$ cat src/rtl/tl45_pkg.sv
// Shared types and constants for the tl45 pipeline control blocks.
package tl45_pkg;

    // Hazard sequencer states; encoding is visible on o_state.
    typedef enum logic [1:0] {
        HZ_RUN      = 2'd0,
        HZ_LD_STALL = 2'd1,
        HZ_FLUSH    = 2'd2,
        HZ_TRAP     = 2'd3
    } hz_state_t;

    localparam logic [3:0] REG_ZERO = 4'h0;
    localparam logic [3:0] REG_SP   = 4'hF;

    // Load opcodes; execute decodes these into i_ex_is_load.
    localparam logic [4:0] OP_LW    = 5'h14;
    localparam logic [4:0] OP_LB    = 5'h15;
    localparam logic [4:0] OP_LBSE  = 5'h16;
    localparam logic [4:0] OP_LHW   = 5'h17;
    localparam logic [4:0] OP_LHWSE = 5'h18;

    function automatic logic is_load_op(input logic [4:0] op);
        return (op == OP_LW) || (op == OP_LB) || (op == OP_LBSE) ||
               (op == OP_LHW) || (op == OP_LHWSE);
    endfunction

endpackage

$ cat src/rtl/tl45_seq_counter.sv
// Load/decrement/hold sequence counter shared by the FLUSH and LD_STALL states.
// o_done flags the last cycle of a sequence (count == 1).
module tl45_seq_counter #(
    parameter int CNT_W = 4
) (
    input  logic             i_clk,
    input  logic             i_reset_n,
    input  logic             i_load,
    input  logic [CNT_W-1:0] i_load_val,
    input  logic             i_dec,
    output logic             o_done
);

    logic [CNT_W-1:0] cnt_q;
    logic [CNT_W-1:0] cnt_d;

    // Next count: load beats decrement; neither means hold.
    always_comb begin
        cnt_d = cnt_q;
        if (i_load) begin
            cnt_d = i_load_val;
        end else if (i_dec && (cnt_q != '0)) begin
            cnt_d = cnt_q - 1'b1;
        end
    end

    // Count register.
    always_ff @(posedge i_clk or negedge i_reset_n) begin
        if (!i_reset_n) cnt_q <= '0;
        else            cnt_q <= cnt_d;
    end

    assign o_done = (cnt_q == CNT_W'(1));

endmodule

$ cat src/rtl/tl45_hazard_ctrl.sv
// Stall/flush sequencer for the tl45 fetch/decode/execute pipeline.
// Handshake: stall holds a stage's register; flush clears the decode buffer and wins
// over stall; bubble makes execute take a NOP instead of the decode buffer.
// Optional feature macro: TL45_HAZARD_PERF_EN adds stall-cycle and flush counters.
module tl45_hazard_ctrl
    import tl45_pkg::*;
#(
    parameter int FLUSH_CYCLES    = 2,
    parameter int LOAD_USE_CYCLES = 1,
    parameter int CNT_W           = 4
) (
    input  logic        i_clk,
    input  logic        i_reset_n,
    input  logic        i_dec_valid,
    input  logic [3:0]  i_dec_sr1,
    input  logic [3:0]  i_dec_sr2,
    input  logic        i_dec_err,
    input  logic [31:0] i_dec_pc,
    input  logic        i_ex_is_load,
    input  logic [3:0]  i_ex_dr,
    input  logic        i_mem_busy,
    input  logic        i_br_taken,
    input  logic        i_err_ack,
    output logic        o_fetch_stall,
    output logic        o_dec_stall,
    output logic        o_dec_flush,
    output logic        o_ex_bubble,
    output logic        o_ex_stall,
    output logic        o_trap,
    output logic [31:0] o_trap_pc,
    output logic [1:0]  o_state
`ifdef TL45_HAZARD_PERF_EN
    ,
    output logic [31:0] o_perf_stall_cyc,
    output logic [15:0] o_perf_flush_cnt
`endif
);

    hz_state_t        state_q, state_d;
    logic             trap_q, trap_d;
    logic [31:0]      trap_pc_q, trap_pc_d;
    logic             cnt_load, cnt_dec, cnt_done;
    logic [CNT_W-1:0] cnt_load_val;
    logic             hazard;
    logic             br_accept;

    // r0 is hardwired zero, so a load targeting it never creates a dependency.
    assign hazard = i_dec_valid && i_ex_is_load && (i_ex_dr != REG_ZERO) &&
                    ((i_ex_dr == i_dec_sr1) || (i_ex_dr == i_dec_sr2));

    // Next state and Mealy stall/flush/bubble outputs.
    always_comb begin
        state_d       = state_q;
        trap_d        = trap_q;
        trap_pc_d     = trap_pc_q;
        cnt_load      = 1'b0;
        cnt_load_val  = '0;
        cnt_dec       = 1'b0;
        br_accept     = 1'b0;
        o_fetch_stall = 1'b0;
        o_dec_stall   = 1'b0;
        o_dec_flush   = 1'b0;
        o_ex_bubble   = 1'b0;
        o_ex_stall    = 1'b0;
        if (!i_reset_n) begin
            // Outputs held quiet while reset is asserted.
            state_d = HZ_RUN;
        end else if (state_q == HZ_TRAP) begin
            o_fetch_stall = 1'b1;
            o_dec_stall   = 1'b1;
            o_ex_bubble   = 1'b1;
            if (i_err_ack) begin
                o_dec_flush = 1'b1;
                trap_d      = 1'b0;
                state_d     = HZ_RUN;
            end
        end else if (i_mem_busy) begin
            // Whole pipe freezes; sequence counter holds its place.
            o_fetch_stall = 1'b1;
            o_dec_stall   = 1'b1;
            o_ex_stall    = 1'b1;
        end else if (i_br_taken) begin
            br_accept   = 1'b1;
            o_dec_flush = 1'b1;
            if (FLUSH_CYCLES > 1) begin
                cnt_load     = 1'b1;
                cnt_load_val = CNT_W'(FLUSH_CYCLES - 1);
                state_d      = HZ_FLUSH;
            end else begin
                state_d = HZ_RUN;
            end
        end else begin
            case (state_q)
                HZ_FLUSH: begin
                    // Wrong-path instructions: hazards and decode errors ignored.
                    o_dec_flush = 1'b1;
                    cnt_dec     = 1'b1;
                    if (cnt_done) state_d = HZ_RUN;
                end
                HZ_LD_STALL: begin
                    o_fetch_stall = 1'b1;
                    o_dec_stall   = 1'b1;
                    o_ex_bubble   = 1'b1;
                    cnt_dec       = 1'b1;
                    if (cnt_done) state_d = HZ_RUN;
                end
                default: begin
                    if (i_dec_err && i_dec_valid) begin
                        o_dec_flush   = 1'b1;
                        o_fetch_stall = 1'b1;
                        trap_d        = 1'b1;
                        trap_pc_d     = i_dec_pc;
                        state_d       = HZ_TRAP;
                    end else if (hazard) begin
                        o_fetch_stall = 1'b1;
                        o_dec_stall   = 1'b1;
                        o_ex_bubble   = 1'b1;
                        if (LOAD_USE_CYCLES > 1) begin
                            cnt_load     = 1'b1;
                            cnt_load_val = CNT_W'(LOAD_USE_CYCLES - 1);
                            state_d      = HZ_LD_STALL;
                        end
                    end
                end
            endcase
        end
    end

    // State and trap registers.
    always_ff @(posedge i_clk or negedge i_reset_n) begin
        if (!i_reset_n) begin
            state_q   <= HZ_RUN;
            trap_q    <= 1'b0;
            trap_pc_q <= '0;
        end else begin
            state_q   <= state_d;
            trap_q    <= trap_d;
            trap_pc_q <= trap_pc_d;
        end
    end

    tl45_seq_counter #(.CNT_W(CNT_W)) u_seq_cnt (
        .i_clk      (i_clk),
        .i_reset_n  (i_reset_n),
        .i_load     (cnt_load),
        .i_load_val (cnt_load_val),
        .i_dec      (cnt_dec),
        .o_done     (cnt_done)
    );

    assign o_trap    = trap_q;
    assign o_trap_pc = trap_pc_q;
    assign o_state   = state_q;

`ifdef TL45_HAZARD_PERF_EN
    logic [31:0] stall_cyc_q, stall_cyc_d;
    logic [15:0] flush_cnt_q, flush_cnt_d;

    // Saturating performance counters.
    always_comb begin
        stall_cyc_d = stall_cyc_q;
        flush_cnt_d = flush_cnt_q;
        if (o_dec_stall && (stall_cyc_q != '1)) stall_cyc_d = stall_cyc_q + 1'b1;
        if (br_accept && (flush_cnt_q != '1))   flush_cnt_d = flush_cnt_q + 1'b1;
    end

    // Performance counter registers.
    always_ff @(posedge i_clk or negedge i_reset_n) begin
        if (!i_reset_n) begin
            stall_cyc_q <= '0;
            flush_cnt_q <= '0;
        end else begin
            stall_cyc_q <= stall_cyc_d;
            flush_cnt_q <= flush_cnt_d;
        end
    end

    assign o_perf_stall_cyc = stall_cyc_q;
    assign o_perf_flush_cnt = flush_cnt_q;
`endif

endmodule

$ cat config.mk
export PLATFORM = sky130hd
export DESIGN_NAME = tl45_hazard_ctrl
export DESIGN_NICKNAME = d
export VERILOG_FILES = /design/src/rtl/tl45_pkg.sv /design/src/rtl/tl45_seq_counter.sv /design/src/rtl/tl45_hazard_ctrl.sv
export SDC_FILE = /design/constraint.sdc
export NUM_CORES = 1
export LEC_CHECK = 0
export ABC_AREA = 1
export BUFFER_PORTS_ARGS = -buffer_cell sky130_fd_sc_hd__buf_2
export CORE_MARGIN = 2
export CORE_UTILIZATION = 40
export CTS_CLUSTER_SIZE = 14
export DETAILED_ROUTE_END_ITERATION = 7
export MAX_ROUTING_LAYER = met4
export PLACE_DENSITY = 0.67
export SYNTH_ARGS = -nofsm -noshare
export SYNTH_HDL_FRONTEND = slang
export SYNTH_SLANG_ARGS = --single-unit
$ cat constraint.sdc
create_clock -name i_clk -period 2.5 [get_ports i_clk]
set_clock_uncertainty 0.1 [all_clocks]
set_input_delay 0.25 -clock i_clk [delete_from_list [all_inputs] [get_ports i_clk]]
set_output_delay 0.25 -clock i_clk [all_outputs]
set_load 0.005 [all_outputs]
# --- After elaboration in Yosys (flattened, before gate mapping) ---
# Index checks and enable logic that the tools add are counted.
# W data, S select, Z words.
classes:
  n_addsub: 1
  eq_ne: 14
  muxes: 55
  n_bitwise: 4
  n_reduce_logical: 14
op_table:
  columns: ["op", "n"]
  rows:
  - ["$mux W1", 42]
  - ["$mux W2", 8]
  - ["$reduce_and A6 Y1", 2]
  - ["$ne A5 B2 Y1 const B", 2]
  - ["$eq A4 B4 Y1", 2]
  - ["$mux W4", 2]
  - ["$reduce_bool A4 Y1", 2]
  - ["$ne A2 B1 Y1 const B", 3]
  - ["$pmux W1 S2", 3]
  - ["$logic_and A1 B1 Y1", 5]
  - ["$eq A2 B2 Y1 const B", 2]
  - ["$eq A4 B1 Y1 const B", 1]
  - ["$not A1 Y1", 4]
  - ["$reduce_and A4 Y1", 1]
  - ["$reduce_bool A2 Y1", 2]
  - ["$sub A4 B1 Y4 const B", 1]
  - ["$ne A3 B2 Y1 const B", 1]
  - ["$ne A3 B3 Y1 const B", 1]
  - ["$eq A2 B1 Y1 const B", 1]
  - ["$ne A2 B2 Y1 const B", 1]
  - ["$reduce_or A2 Y1", 1]
  - ["$logic_or A1 B1 Y1", 1]
word_totals:
  ff_bits: 39
  in_bits: 52
  output_inout_bits: 40

# --- Depth between registers and ports, before layout ---
# Gate-level depths: netlist of the first run.
logic_depth:
  depth_word: 10
  depth_mapped: 10

# --- By module ---
# From an unflattened synthesis of the first run, not the netlist that was laid out.
unflattened:
  cells_unflattened: 204
  area_unflattened_um2: 2118.3
by_module_without_submodules:
  columns: ["mod", "n_inst", "cells_per_inst", "area_per_inst_um2", "seq_area_each_um2"]
  rows:
  - ["tl45_hazard_ctrl", 1, 167, 1836.8, 875.8]
  - ["tl45_seq_counter", 1, 37, 281.5, 100.1]

# --- Least setup slack after synthesis of the first run ---
# Ideal clock, no wire load.
synth_path:
  path_type: "reg2reg"
  startpoint: "reg state_q[0], in the netlist o_state[0]"
  endpoint: "reg trap_pc_q[15], in the netlist o_trap_pc[15]"
  arrival_ns: 1.493
  setup_slack_ns: 0.791
  path_stages_with_launch: 10
  n_path_buf: 2
  cell_sequence: "dfrtp_1 ha_1 buf_6 o21ai_2 nand4_4 nor2_8 inv_6 buf_6 nand2_1 nand2_1"
synth_between:
  elab_chain_len: 4
  word_cells_on_any_way: 7
  cone_classes: "eq/ne: 3; bitwise: 2; reduce/logical: 2"
synth_lines:
  columns: ["item", "line_no", "source"]
  rows:
  - ["start, declared", "tl45_hazard_ctrl.sv:39", "hz_state_t state_q, state_d;"]
  - ["start signal, assigned", "tl45_hazard_ctrl.sv:136", "state_q <= state_d;"]
  - ["$eq A2 B1 Y1 or $eq A2 B2 Y1 (tied branches)", "tl45_hazard_ctrl.sv:93", "case (state_q)"]
  - ["$reduce_or A2 Y1 (no source line)", null, null]
  - ["$not A1 Y1 (no source line)", null, null]
  - ["$reduce_and A6 Y1 (no source line) *", null, null]
  - ["end signal, assigned", "tl45_hazard_ctrl.sv:138", "trap_pc_q <= trap_pc_d;"]
  - ["end, declared", "tl45_hazard_ctrl.sv:41", "logic [31:0] trap_pc_q, trap_pc_d;"]
# Mark *: on every way between the ends. The rest lies on a longest branch, timed or not.
# A chain may end at the register's enable or synchronous reset.

# --- Worst setup path in the final report of the first run ---
layout_path:
  startpoint: "reg state_q[0], in the netlist o_state[0]"
  endpoint: "out o_dec_flush"
layout_between:
  elab_chain_len: 6
  word_cells_on_any_way: 8
  cone_classes: "eq/ne: 3; mux: 5"
layout_lines:
  columns: ["item", "line_no", "source"]
  rows:
  - ["$eq A2 B1 Y1 or $eq A2 B2 Y1 (tied branches)", "tl45_hazard_ctrl.sv:93", null]
  - ["$pmux W1 S2", "tl45_hazard_ctrl.sv:93", null]
  - ["$mux W1", "tl45_hazard_ctrl.sv:82", "end else if (i_br_taken) begin"]
  - ["$mux W1", "tl45_hazard_ctrl.sv:77", "end else if (i_mem_busy) begin"]
  - ["$mux W1 *", "tl45_hazard_ctrl.sv:68", "end else if (state_q == HZ_TRAP) begin"]
  - ["$mux W1 *", "tl45_hazard_ctrl.sv:65", "if (!i_reset_n) begin"]
  - ["end, declared", "tl45_hazard_ctrl.sv:26", "output logic o_dec_flush,"]
# Marked as above.

==> results of run 1 <==
cell usage in the layout (no fill, tap or decap), types with 2 or more instances in the layout:
master,instances
sky130_fd_sc_hd__a21oi_1,5
sky130_fd_sc_hd__buf_2,91
sky130_fd_sc_hd__buf_4,2
sky130_fd_sc_hd__clkbuf_8,7
sky130_fd_sc_hd__dfrtp_1,39
sky130_fd_sc_hd__ha_1,5
sky130_fd_sc_hd__inv_1,26
sky130_fd_sc_hd__nand2_1,140
sky130_fd_sc_hd__nand3_1,8
sky130_fd_sc_hd__nor2_1,11
sky130_fd_sc_hd__nor3_1,2
sky130_fd_sc_hd__o21ai_0,5
sky130_fd_sc_hd__o21ai_2,3
power by group through the flow:
| stage | Combinational (mW) | Clock, mW | Sequential (mW) |
|---|---|---|---|
| floorplan | 0.333 | 0 | 1.03 |
| global placement | 0.693 | 0 | 1.02 |
| detailed placement | 0.712 | 0 | 1.01 |
| CTS | 0.709 | 0.483 | 1.01 |
| global route | 0.814 | 0.510 | 1.04 |
| finish | 0.692 | 0.466 | 1.01 |
sequential cells by signal, indices dropped and copies added, names as in the netlist:
name	count
o_trap	1
o_state	2
u_seq_cnt.cnt_q	4
o_trap_pc	32
area by class of cell:
| class | instances | area, um^2 | share of cell area (%) |
|---|---|---|---|
| Clock inverter | 1 | 7.51 | 0.287 |
| Clock buffer | 7 | 96.3 | 3.68 |
| Sequential cell | 39 | 976 | 37.3 |
| Multi-Input combinational cell | 190 | 873 | 33.4 |
| Inverter | 28 | 110 | 4.21 |
| Tap cell | 67 | 83.8 | 3.20 |
| Timing Repair Buffer | 93 | 470 | 18.0 |
critical path: cells and delay by family, from the launching register on:
| kind | cells | cell delay, ns |
|---|---|---|
| flip-flops | 1 | 0.39 |
| adder cells (fa/ha/maj) | 1 | 0.39 |
| buffers and inverters | 3 | 0.38 |
| AO/OA/AOI/OAI | 2 | 0.26 |
| AND/OR/NAND/NOR | 2 | 0.12 |
through the flow:
step                      cells  cell area (um^2)  power [mW]
final                       425              2620        2.16
after global routing        425              2620        2.36
after global placement      417              2510        1.71
after floorplan             264              2040        1.36
after detailed placement    417              2510        1.73
after CTS                   425              2620        2.20
cells by family (layout without fill, tap and decap cells):
| family | after synthesis | count (layout) | share of synthesized area, % |
|---|---|---|---|
| AND/OR/NAND/NOR | 168 | 168 | 34.7 |
| flip-flops | 39 | 39 | 47.9 |
| adder cells (fa/ha/maj) | 5 | 5 | 3.07 |
| buffers and inverters | 35 | 129 | 9.27 |
| AO/OA/AOI/OAI | 17 | 17 | 5.03 |
layer usage:
metal	part of all wire (%)	global-route usage [%]	routed length, um
met5	0	-	0
met4	0.80	4.09	37
met3	5.4	4.50	248
met2	49	28.4	2240
met1	45	22.6	2080
worst paths after layout:
kind | slack [ns] | startpoint | endpoint | cells after the start
min in group i_clk | 0.06 | i_dec_pc[22] | o_trap_pc[22] | 3
min reg2reg | 0.37 | o_trap_pc[28] | o_trap_pc[28] | 2
min | 0.04 | i_reset_n | o_trap | 2
max in group asynchronous | 1.92 | i_reset_n | u_seq_cnt.cnt_q[3] | 2
max | 0.31 | o_state[0] | o_dec_flush | 8
max reg2reg | 0.43 | o_state[0] | o_trap_pc[23] | 8
==> out/qor.log, run 1 <==
INFO  drt            antenna_violating_nets_remaining=0
INFO  layout         final_net_count=414
INFO  drt            drtIter0Drc=98
INFO  layout         fillers=497
INFO  clock_network  clkSinkCount=39
INFO  power_and_ir_drop total_leakage_power=1.60nW
INFO  global_routing grt_first_pass_wirelength=7440um
INFO  placement      dpl.hpwl=3540um
INFO  floorplan      effective_utilization_at_floorplan=42.3%
INFO  global_routing largest_net_degree_at_the_start_of_global_routing=40
INFO  power_and_ir_drop power.share.switching=33.1%
INFO  logic_synthesis postSynth.asyncResetShare=100%
INFO  clock_network  post_cts_hold_buffer_count=0
INFO  logic_synthesis syn_area_cell=7.72um^2
INFO  floorplan      core_region_area=0.00482mm^2
INFO  drt            drt_pass1_iterations=4
INFO  power_and_ir_drop power.share.clock=21.5%
INFO  clock_network  clkTransAtPathRegs=0.08ns
INFO  logic_synthesis synth.top_cells.by_area=sky130_fd_sc_hd__dfrtp_1 (48%), sky130_fd_sc_hd__nand2_1 (26%), sky130_fd_sc_hd__inv_1 (4.8%)
INFO  layout         share_of_cells_above_drive_strength_1=31.3%
INFO  placement      buffer_ports.inserted=91
INFO  floorplan      std_cell_rows=25
INFO  logic_synthesis yosysSeqAreaShare=47.9%
INFO  timing         layout_worst_path_cycle_share=87.7%
INFO  floorplan      dieHeight=75.4um
INFO  logic_synthesis synth.cells.most_frequent=sky130_fd_sc_hd__nand2_1 (140), sky130_fd_sc_hd__dfrtp_1 (39), sky130_fd_sc_hd__inv_1 (26), sky130_fd_sc_hd__nor2_1 (11), sky130_fd_sc_hd__nand3_1 (8)
INFO  clock_network  cts_resized=0
INFO  logic_synthesis synth.lib_cells_used.distinct=24
INFO  floorplan      design.die.area=0.00568mm^2
INFO  logic_synthesis synthCells=264
INFO  critical_path  cp.required=2.15ns
INFO  critical_path  crit_path_cell_trace=inv_1, ha_1, inv_1, nor2_1, nand2_1, o2111ai_1, a21oi_1, buf_2
INFO  timing         hold_viol_final=0
INFO  timing         postLayoutSetupSlackWorst=0.308ns
INFO  layout         fin_util=54.3%
INFO  timing         setup_repair_after_global_routing_missed_its_margin=false
INFO  timing         timing.setup.tns=0ns
INFO  clock_network  cts_buffers=5
INFO  critical_path  cp_slowest_cell=sky130_fd_sc_hd__dfrtp_1
INFO  timing         worst-slew-pin-transition=0.544ns
INFO  placement      place.gp.congestion=0.912
INFO  critical_path  timing.critical_path.from_type=register
INFO  power_and_ir_drop net-switching-power=0.717mW
INFO  min_path       min_path_type=in2async
INFO  critical_path  worstSetupPathType=reg2out
INFO  logic_synthesis mappedNetlistArea=0.00204mm^2
INFO  logic_synthesis netlist.area_leader.share=47.9%
INFO  global_routing grt_pass1_vias=1680
INFO  drt            route.detailed.vias_per_inst=4.42
INFO  drt            via_total_after_detailed_routing=1879
INFO  timing         achievable-frequency=0.456GHz
INFO  layout         synthToLayoutAreaGrowth=28.4%
INFO  power_and_ir_drop ir_drop=0.000498V
INFO  clock_network  post_cts.repair.setup_buffers=0
INFO  drt            drc_errors=0
INFO  clock_network  htreeDepth=2
INFO  power_and_ir_drop power_density=827mW/mm^2
INFO  timing         maxSlewViolCount=0
INFO  status         run_status=complete, no violations
INFO  logic_synthesis yosysMostFrequentCell=sky130_fd_sc_hd__nand2_1
INFO  logic_synthesis synth_seq_cells=39
INFO  global_routing overflow=0
INFO  power_and_ir_drop internal-power=1.45mW
INFO  logic_synthesis mappedNetlistNets=321
INFO  critical_path  crit_fanout=5
INFO  global_routing grt.total_usage=17.7%
INFO  critical_path  max_stage_delay=0.39ns
INFO  logic_synthesis most_instantiated_flip_flop_cell_in_the_synthesis_netlist=sky130_fd_sc_hd__dfrtp_1
INFO  drt            sum_of_routed_wire_length_over_all_layers=4600um
INFO  timing         fin_crit=2.19ns
INFO  power_and_ir_drop power.sequential.fraction=46.5%
INFO  clock_network  clk_path_buf_depth=2
INFO  critical_path  worst_ep_arrival_time=1.84ns
INFO  layout         insertedDiodeCount=0
INFO  placement      post-place-ws=0.420ns
INFO  critical_path  worstSetupEndpointType=primary output
INFO  logic_synthesis synthDominantAreaCellType=sky130_fd_sc_hd__dfrtp_1
INFO  clock_network  cts.root.buffer_cell=sky130_fd_sc_hd__clkbuf_8
INFO  drt            post_drt_wl_per_cell=10.8um
INFO  floorplan      die_x=75.4um
INFO  global_routing grt_antenna_before_repair=0
INFO  timing         slew-limit-headroom=63.7%
INFO  critical_path  cpMostUsedCell=sky130_fd_sc_hd__inv_1
INFO  floorplan      ios=92
INFO  timing         setup_violations=0
INFO  logic_synthesis synth_enable_flop_cells=0
INFO  clock_network  cts_tree=yes
INFO  flow_run       maxCapViolations=0
INFO  logic_synthesis synthesis.yosys.warnings=0
INFO  clock_network  clk_latency=0.28ns
INFO  power_and_ir_drop p_comb_share=32.0%
INFO  timing         timing.hold.ws=0.0358ns
Note: power is estimated with default switching activity, not from simulation.
==> run 2, diff against run 1 <==
- CORE_UTILIZATION: 40 -> 50
- HOLD_SLACK_MARGIN: not set -> 0.12
- PLACE_DENSITY: 0.67 -> 0.81
==> run 2 against run 1 <==
Against the previous run:
- die area is 19% lower
- final cell count is 4.0% higher
- count of clock-buffer cells in the layout stayed put
- via count is 13% higher
- final area is 11% higher
- sequential cell count stayed put
- maximum frequency hardly changed
- worst hold slack better by 0.21 ns
- sequential share of layout area is 3.7 points lower
- register-to-register slack worse by 0.09 ns
- sequential power hardly changed
- clock power is 13% lower
- largest cell class unchanged
- highest routed layer unchanged
==> out/qor.log, run 2 (same netlist as run 1, synthesis figures left out) <==
INFO  critical_path  crit_fanout=5 [unchanged]
INFO  clock_network  clkSinkCount=39 [unchanged]
INFO  drt            route.detailed.vias_per_inst=4.82 [+9.0%]
INFO  global_routing grt_first_pass_wirelength=9050um [+22%]
INFO  drt            drtIter0Drc=97 [-1.0%]
INFO  global_routing grt.total_usage=27.2% [+9.5 points]
INFO  floorplan      dieHeight=67.8um [-10%]
INFO  layout         final-seq-area=976um^2 [unchanged]
INFO  drt            drc_errors=0 [unchanged]
INFO  drt            via_total_after_detailed_routing=2130 [+13%]
INFO  layout         mostFrequentLayoutCells=sky130_fd_sc_hd__nand2_1 (140), sky130_fd_sc_hd__buf_2 (91), sky130_fd_sc_hd__dfrtp_1 (39), sky130_fd_sc_hd__dlygate4sd3_1 (33), sky130_fd_sc_hd__inv_1 (26)
INFO  drt            antenna_violating_nets_remaining=0 [unchanged]
INFO  layout         multi_input_comb_area=873um^2 [unchanged]
INFO  timing         timing.setup.tns=0ns [unchanged]
INFO  critical_path  cpMostUsedCell=sky130_fd_sc_hd__inv_1
INFO  critical_path  crit_path_cell_trace=inv_1, ha_1, inv_1, nor2_1, nand2_1, o2111ai_1, a21oi_1, buf_2
INFO  placement      post-place-ws=0.381ns [-0.0397 ns]
INFO  timing         setup_violations=0 [unchanged]
INFO  layout         fillers=291 [-41%]
INFO  global_routing grt_pass1_vias=2039 [+21%]
INFO  drt            sum_of_routed_wire_length_over_all_layers=5560um [+21%]
INFO  critical_path  cp_slowest_cell=sky130_fd_sc_hd__ha_1
INFO  global_routing grt_antenna_before_repair=0 [unchanged]
INFO  critical_path  worstSetupEndpointType=primary output
INFO  critical_path  critical_path.n_buffers_inverters=3 [unchanged]
INFO  floorplan      ios=92 [unchanged]
INFO  timing         achievable-frequency=0.456GHz [about the same]
INFO  layout         largest_reg_flops=32 [unchanged]
INFO  drt            drt_pass1_iterations=4 [unchanged]
INFO  layout         synthToLayoutAreaGrowth=42.6%
INFO  global_routing overflow=0 [unchanged]
INFO  floorplan      design.die.area=0.00460mm^2 [-19%]
INFO  clock_network  clk_latency=0.28ns [about the same]
INFO  layout         share_of_cells_above_drive_strength_1=28.1% [-3.2 points]
INFO  timing         slew-limit-headroom=64.8% [+1.1 points]
INFO  clock_network  htreeDepth=2 [unchanged]
INFO  timing         worst-slew-pin-transition=0.528ns [-0.0165 ns]
INFO  layout         final_net_count=447 [+8.0%]
INFO  critical_path  timing.critical_path.max_delay_family=adder cells
INFO  clock_network  cts_buffers=5 [unchanged]
INFO  flow_run       maxCapViolations=0 [unchanged]
INFO  placement      dpl.hpwl=3600um [+1.6%]
INFO  timing         setup_repair_after_global_routing_missed_its_margin=false
INFO  global_routing largest_net_degree_at_the_start_of_global_routing=34 [-15%]
INFO  timing         layout_worst_path_cycle_share=87.6% [about the same]
INFO  critical_path  cp.required=2.15ns [about the same]
INFO  clock_network  cts.root.buffer_cell=sky130_fd_sc_hd__clkbuf_8
INFO  timing         hold_viol_final=0 [unchanged]
INFO  clock_network  clk_path_buf_depth=2 [unchanged]
INFO  critical_path  timing.critical_path.from_type=register
INFO  layout         layout.cells.most_common=sky130_fd_sc_hd__nand2_1
INFO  floorplan      std_cell_rows=23 [-8.0%]
INFO  placement      place.gp.congestion=0.896 [-1.7%]
INFO  status         run_status=complete, no violations
INFO  timing         maxSlewViolCount=0 [unchanged]
INFO  power_and_ir_drop power_density=751mW/mm^2 [-9.1%]
INFO  timing         timing.hold.ws=0.242ns [+0.206 ns]
INFO  timing         fin_crit=2.19ns [-0.00118 ns]
INFO  layout         stdcell_count=442 [+4.0%]
INFO  power_and_ir_drop total_leakage_power=1.73nW [+8.1%]
INFO  placement      buffer_ports.inserted=91 [unchanged]
INFO  power_and_ir_drop ir_drop=0.000457V [-8.2%]
INFO  floorplan      die_x=67.8um [-10%]
INFO  critical_path  worst_ep_arrival_time=1.84ns [about the same]
INFO  critical_path  max_stage_delay=0.40ns [about the same]
INFO  drt            post_drt_wl_per_cell=12.6um [+16%]
INFO  floorplan      effective_utilization_at_floorplan=51.3% [+9.0 points]
INFO  clock_network  cts_tree=yes
INFO  placement      placedCellCount=400 [-4.1%]
INFO  min_path       min_path_type=in2reg
INFO  floorplan      core_region_area=0.00397mm^2 [-18%]
INFO  critical_path  worstSetupPathType=reg2out
INFO  timing         postLayoutSetupSlackWorst=0.309ns [+0.00118 ns]
INFO  clock_network  clkTransAtPathRegs=0.07ns [about the same]
## run 2: cell count changes in the layout (fill, tap and decap cells not counted), sizes merged
| cell | change |
|---|---|
| dlygate4sd3 | +33 |
| diode | +1 |
| clkinvlp | -1 |
| clkinv | +1 |
## run 2: report_power, final
group / internal, mW / total (mW) / switching [mW]
logic: 0.361 / 0.767 / 0.406
registers: 0.870 / 1.01 / 0.142
clock network: 0.196 / 0.405 / 0.209
## run 2: metrics by stage
stage	utilization (%)	area, um^2	total power [mW]
2_1_floorplan	-	2040	1.36
3_3_place_gp	62.8	2490	1.70
3_5_place_dp	62.8	2490	1.73
4_1_cts	73.1	2900	2.17
5_1_grt	73.1	2900	2.37
6_report	73.2	2910	2.18
## run 2: tightest hold or removal path, cell delays in order
cell	delay [ns]
sky130_fd_sc_hd__buf_2	0.16
sky130_fd_sc_hd__nor3_4	0.07
sky130_fd_sc_hd__nand2_1	0.05
sky130_fd_sc_hd__a21oi_1	0.06
## run 2: area by class of cell
cell class	count	share of cell area [%]
multi-input cells	190	30.0
clock buffers	7	2.63
flip-flops and latches	39	33.6
inverters	28	3.79
diodes	1	0.0861
clock inverters	1	0.172
well taps	50	2.15
repair buffers	126	27.6
## run 2: path summary, 6_finish.rpt
check | from | end | slack (ns) | cells after the start
setup / recovery | o_state[0] | o_dec_flush | 0.31 | 8
hold / removal | i_mem_busy | u_seq_cnt.cnt_q[2] | 0.24 | 4
setup reg to reg | o_state[0] | o_trap_pc[5] | 0.34 | 8
hold reg to reg | o_trap_pc[30] | o_trap_pc[30] | 0.37 | 2
max in group asynchronous | i_reset_n | o_trap_pc[15] | 1.30 | 3
min in group asynchronous | i_reset_n | o_state[1] | 0.30 | 2
## run 2: routing by layer
layer | wire, um | part of all wire (%) | track usage (%) | vias up
met5 | 0 | 0 | - | -
met4 | 128 | 2.3 | 10.0 | 0
met3 | 228 | 4.1 | 4.93 | 14
met2 | 2900 | 52 | 45.5 | 74
met1 | 2310 | 41 | 33.2 | 986
li1 | - | - | - | 1056
## run 2: timing repair
item	4_1_cts	5_1_grt
hold buffers	33	0
setup buffers	0	0
endpoints found under the hold margin	38	0
gates resized for setup	0	0
==> run 3, diff against run 2 <==
- GPL_ROUTABILITY_DRIVEN: not set -> 0
- RECOVER_POWER: not set -> 50
==> run 3 against run 2 <==
Against the previous run:
- maximum frequency shrank 0.37%
- sequential power is essentially flat
- combinational power shrank 6.4%
- via count shrank 0.94%
- critical path depth is the same
- wire length shrank 1.1%
- register-to-register slack is essentially flat
- sequential share of layout area grew 0.45 points
- first-iteration DRC count grew 16%
- critical path type unchanged
==> out/qor.log, run 3 (same netlist as run 1, synthesis figures left out) <==
INFO  global_routing global_route.usage.met1=33.2% [unchanged]
INFO  timing         slew-limit-headroom=47.7% [-17 points]
INFO  layout         largest_reg_flops=32 [unchanged]
INFO  global_routing grt_pass1_vias=2039 [unchanged]
INFO  critical_path  regToRegStartpoint=o_state[0]
INFO  global_routing largest_net_degree_at_the_start_of_global_routing=34 [unchanged]
INFO  timing         timing.hold.ws=0.241ns [-0.000413 ns]
INFO  layout         final-seq-area=976um^2 [unchanged]
INFO  clock_network  cts_tree=yes
INFO  layout         share_of_cells_above_drive_strength_1=20.7% [-7.4 points]
INFO  floorplan      ios=92 [unchanged]
INFO  floorplan      dieHeight=67.8um [unchanged]
INFO  layout         mostFrequentLayoutCells=sky130_fd_sc_hd__nand2_1 (140), sky130_fd_sc_hd__buf_2 (62), sky130_fd_sc_hd__dfrtp_1 (39), sky130_fd_sc_hd__dlygate4sd3_1 (33), sky130_fd_sc_hd__clkbuf_1 (31)
INFO  critical_path  capture_point_of_the_worst_reg_to_reg_path=o_trap_pc[5]
INFO  critical_path  setup.worst_path.start=o_state[0]
INFO  clock_network  clkSinkCount=39 [unchanged]
INFO  critical_path  r2r_slack=0.34ns [about the same]
INFO  flow_run       maxCapViolations=0 [unchanged]
INFO  floorplan      std_cell_rows=23 [unchanged]
INFO  drt            route.detailed.vias_per_inst=4.77 [-0.94%]
INFO  placement      buffer_ports.inserted=91 [unchanged]
INFO  global_routing met2_usage_in_global_routing=45.5% [unchanged]
INFO  floorplan      effective_utilization_at_floorplan=51.3% [unchanged]
INFO  power_and_ir_drop ir_drop=0.000445V [-2.7%]
INFO  global_routing overflow=0 [unchanged]
INFO  power_and_ir_drop total_leakage_power=1.63nW [-6.0%]
INFO  clock_network  cts_buffers=5 [unchanged]
INFO  clock_network  cts.root.buffer_cell=sky130_fd_sc_hd__clkbuf_8
INFO  timing         timing.setup.tns=0ns [unchanged]
INFO  layout         layout.cells.most_common=sky130_fd_sc_hd__nand2_1
INFO  global_routing grt_first_pass_wirelength=9050um [unchanged]
INFO  clock_network  clk_path_buf_depth=2 [unchanged]
INFO  critical_path  worst_ep_arrival_time=1.85ns [about the same]
INFO  critical_path  worstRegToRegCells=8 [unchanged]
INFO  layout         fin_util=72.2% [-0.98 points]
INFO  timing         layout_worst_path_cycle_share=88.0% [+0.33 points]
INFO  layout         synthToLayoutAreaGrowth=40.7%
INFO  clock_network  clk_latency=0.28ns [about the same]
INFO  drt            post_drt_wl_per_cell=12.4um [-1.1%]
INFO  global_routing top_usage_layer=met2
INFO  timing         setup_repair_after_global_routing_missed_its_margin=false
INFO  timing         worst-slew-pin-transition=0.784ns [+0.257 ns]
INFO  critical_path  worstSetupEndpointType=primary output
INFO  timing         maxSlewViolCount=0 [unchanged]
INFO  timing         fin_crit=2.20ns [+0.00815 ns]
INFO  global_routing grt.total_usage=27.2% [unchanged]
INFO  layout         fillers=309 [+6.2%]
INFO  drt            drtIter0Drc=113 [+16%]
INFO  power_and_ir_drop power_density=746mW/mm^2 [-0.70%]
INFO  drt            drt_pass1_iterations=6 [+2]
INFO  floorplan      core_region_area=0.00397mm^2 [unchanged]
INFO  clock_network  cts_resized=0 [unchanged]
INFO  global_routing grt_use_met3=4.93% [unchanged]
INFO  critical_path  worstSetupPathType=reg2out
INFO  status         run_status=complete, no violations
INFO  critical_path  endpoint=o_dec_flush
INFO  min_path       hp-start=i_mem_busy
INFO  timing         hold_viol_final=0 [unchanged]
INFO  critical_path  crit_fanout=5 [unchanged]
INFO  clock_network  htreeDepth=2 [unchanged]
INFO  drt            antenna_violating_nets_remaining=0 [unchanged]
INFO  floorplan      design.die.area=0.00460mm^2 [unchanged]
INFO  critical_path  cp.required=2.15ns [about the same]
INFO  critical_path  timing.critical_path.from_type=register
INFO  global_routing grt_antenna_before_repair=0 [unchanged]
INFO  min_path       min_path_type=in2reg
INFO  drt            drc_errors=0 [unchanged]
INFO  clock_network  clkTransAtPathRegs=0.07ns [about the same]
INFO  floorplan      die_x=67.8um [unchanged]
INFO  timing         setup_violations=0 [unchanged]
INFO  timing         achievable-frequency=0.455GHz [-0.37%]
INFO  drt            via_total_after_detailed_routing=2110 [-0.94%]
INFO  drt            sum_of_routed_wire_length_over_all_layers=5500um [-1.1%]
INFO  layout         multi_input_comb_area=873um^2 [unchanged]
INFO  layout         final_net_count=447 [unchanged]
INFO  placement      dpl.hpwl=3600um [unchanged]
[run 3: cell count changes in the layout (fill, tap and decap cells not counted)]
cell,change
sky130_fd_sc_hd__buf_2,-29
sky130_fd_sc_hd__buf_4,-1
sky130_fd_sc_hd__clkbuf_1,+29
sky130_fd_sc_hd__clkbuf_2,+1
[run 3: how the worst min path moves through the flow]
stage	to	depth (start not counted)	slack (ns)
after floorplan	o_state[0]	0	-0.15
after global placement	o_state[1]	1	0.04
after detailed placement	o_state[1]	1	0.05
after CTS	u_seq_cnt.cnt_q[2]	4	0.23
after global routing	u_seq_cnt.cnt_q[2]	4	0.25
final	u_seq_cnt.cnt_q[2]	4	0.24
[run 3: final cells by class]
cell class | instances | share of cell area (%)
Clock inverter | 1 | 0.175
Multi-Input combinational cell | 190 | 30.5
Sequential cell | 39 | 34.0
Timing Repair Buffer | 126 | 26.6
Antenna cell | 1 | 0.0873
Tap cell | 50 | 2.18
Clock buffer | 7 | 2.66
Inverter | 28 | 3.84
[run 3: what timing repair did]
item / CTS / global route
setup buffers: 0 / 0
hold buffers: 33 / 0
hold endpoints to repair: 38 / 0
[run 3: critical path, cell delays in order, from the launching register on]
cell and delay (ns):
sky130_fd_sc_hd__dfrtp_1 0.39, sky130_fd_sc_hd__inv_1 0.09, sky130_fd_sc_hd__ha_1 0.40, sky130_fd_sc_hd__inv_1 0.16
sky130_fd_sc_hd__nor2_1 0.05, sky130_fd_sc_hd__nand2_1 0.08, sky130_fd_sc_hd__o2111ai_1 0.10, sky130_fd_sc_hd__a21oi_1 0.15
sky130_fd_sc_hd__buf_2 0.14
[run 3: stage by stage]
stage,setup slack (ns),instance area (um^2),power [mW],std cells
global route,0.157,2870,2.33,441
CTS,0.306,2900,2.17,441
global placement,0.457,2490,1.70,400
finish,0.301,2870,2.14,442
detailed placement,0.381,2490,1.73,400
floorplan,0.791,2040,1.36,264
[run 3: metal layers]
layer  wire length (um)  part of all wire (%)
met1               2220                    40
met2               2930                    53
met3                252                   4.6
met4                 99                   1.8
met5                  0                     0
[run 3: where the power goes]
part | internal, mW | leakage (nW) | switching (mW)
clock network | 0.196 | 0.0422 | 0.209
registers | 0.871 | 0.500 | 0.147
logic | 0.314 | 1.08 | 0.404
total | 1.38 | 1.63 | 0.759
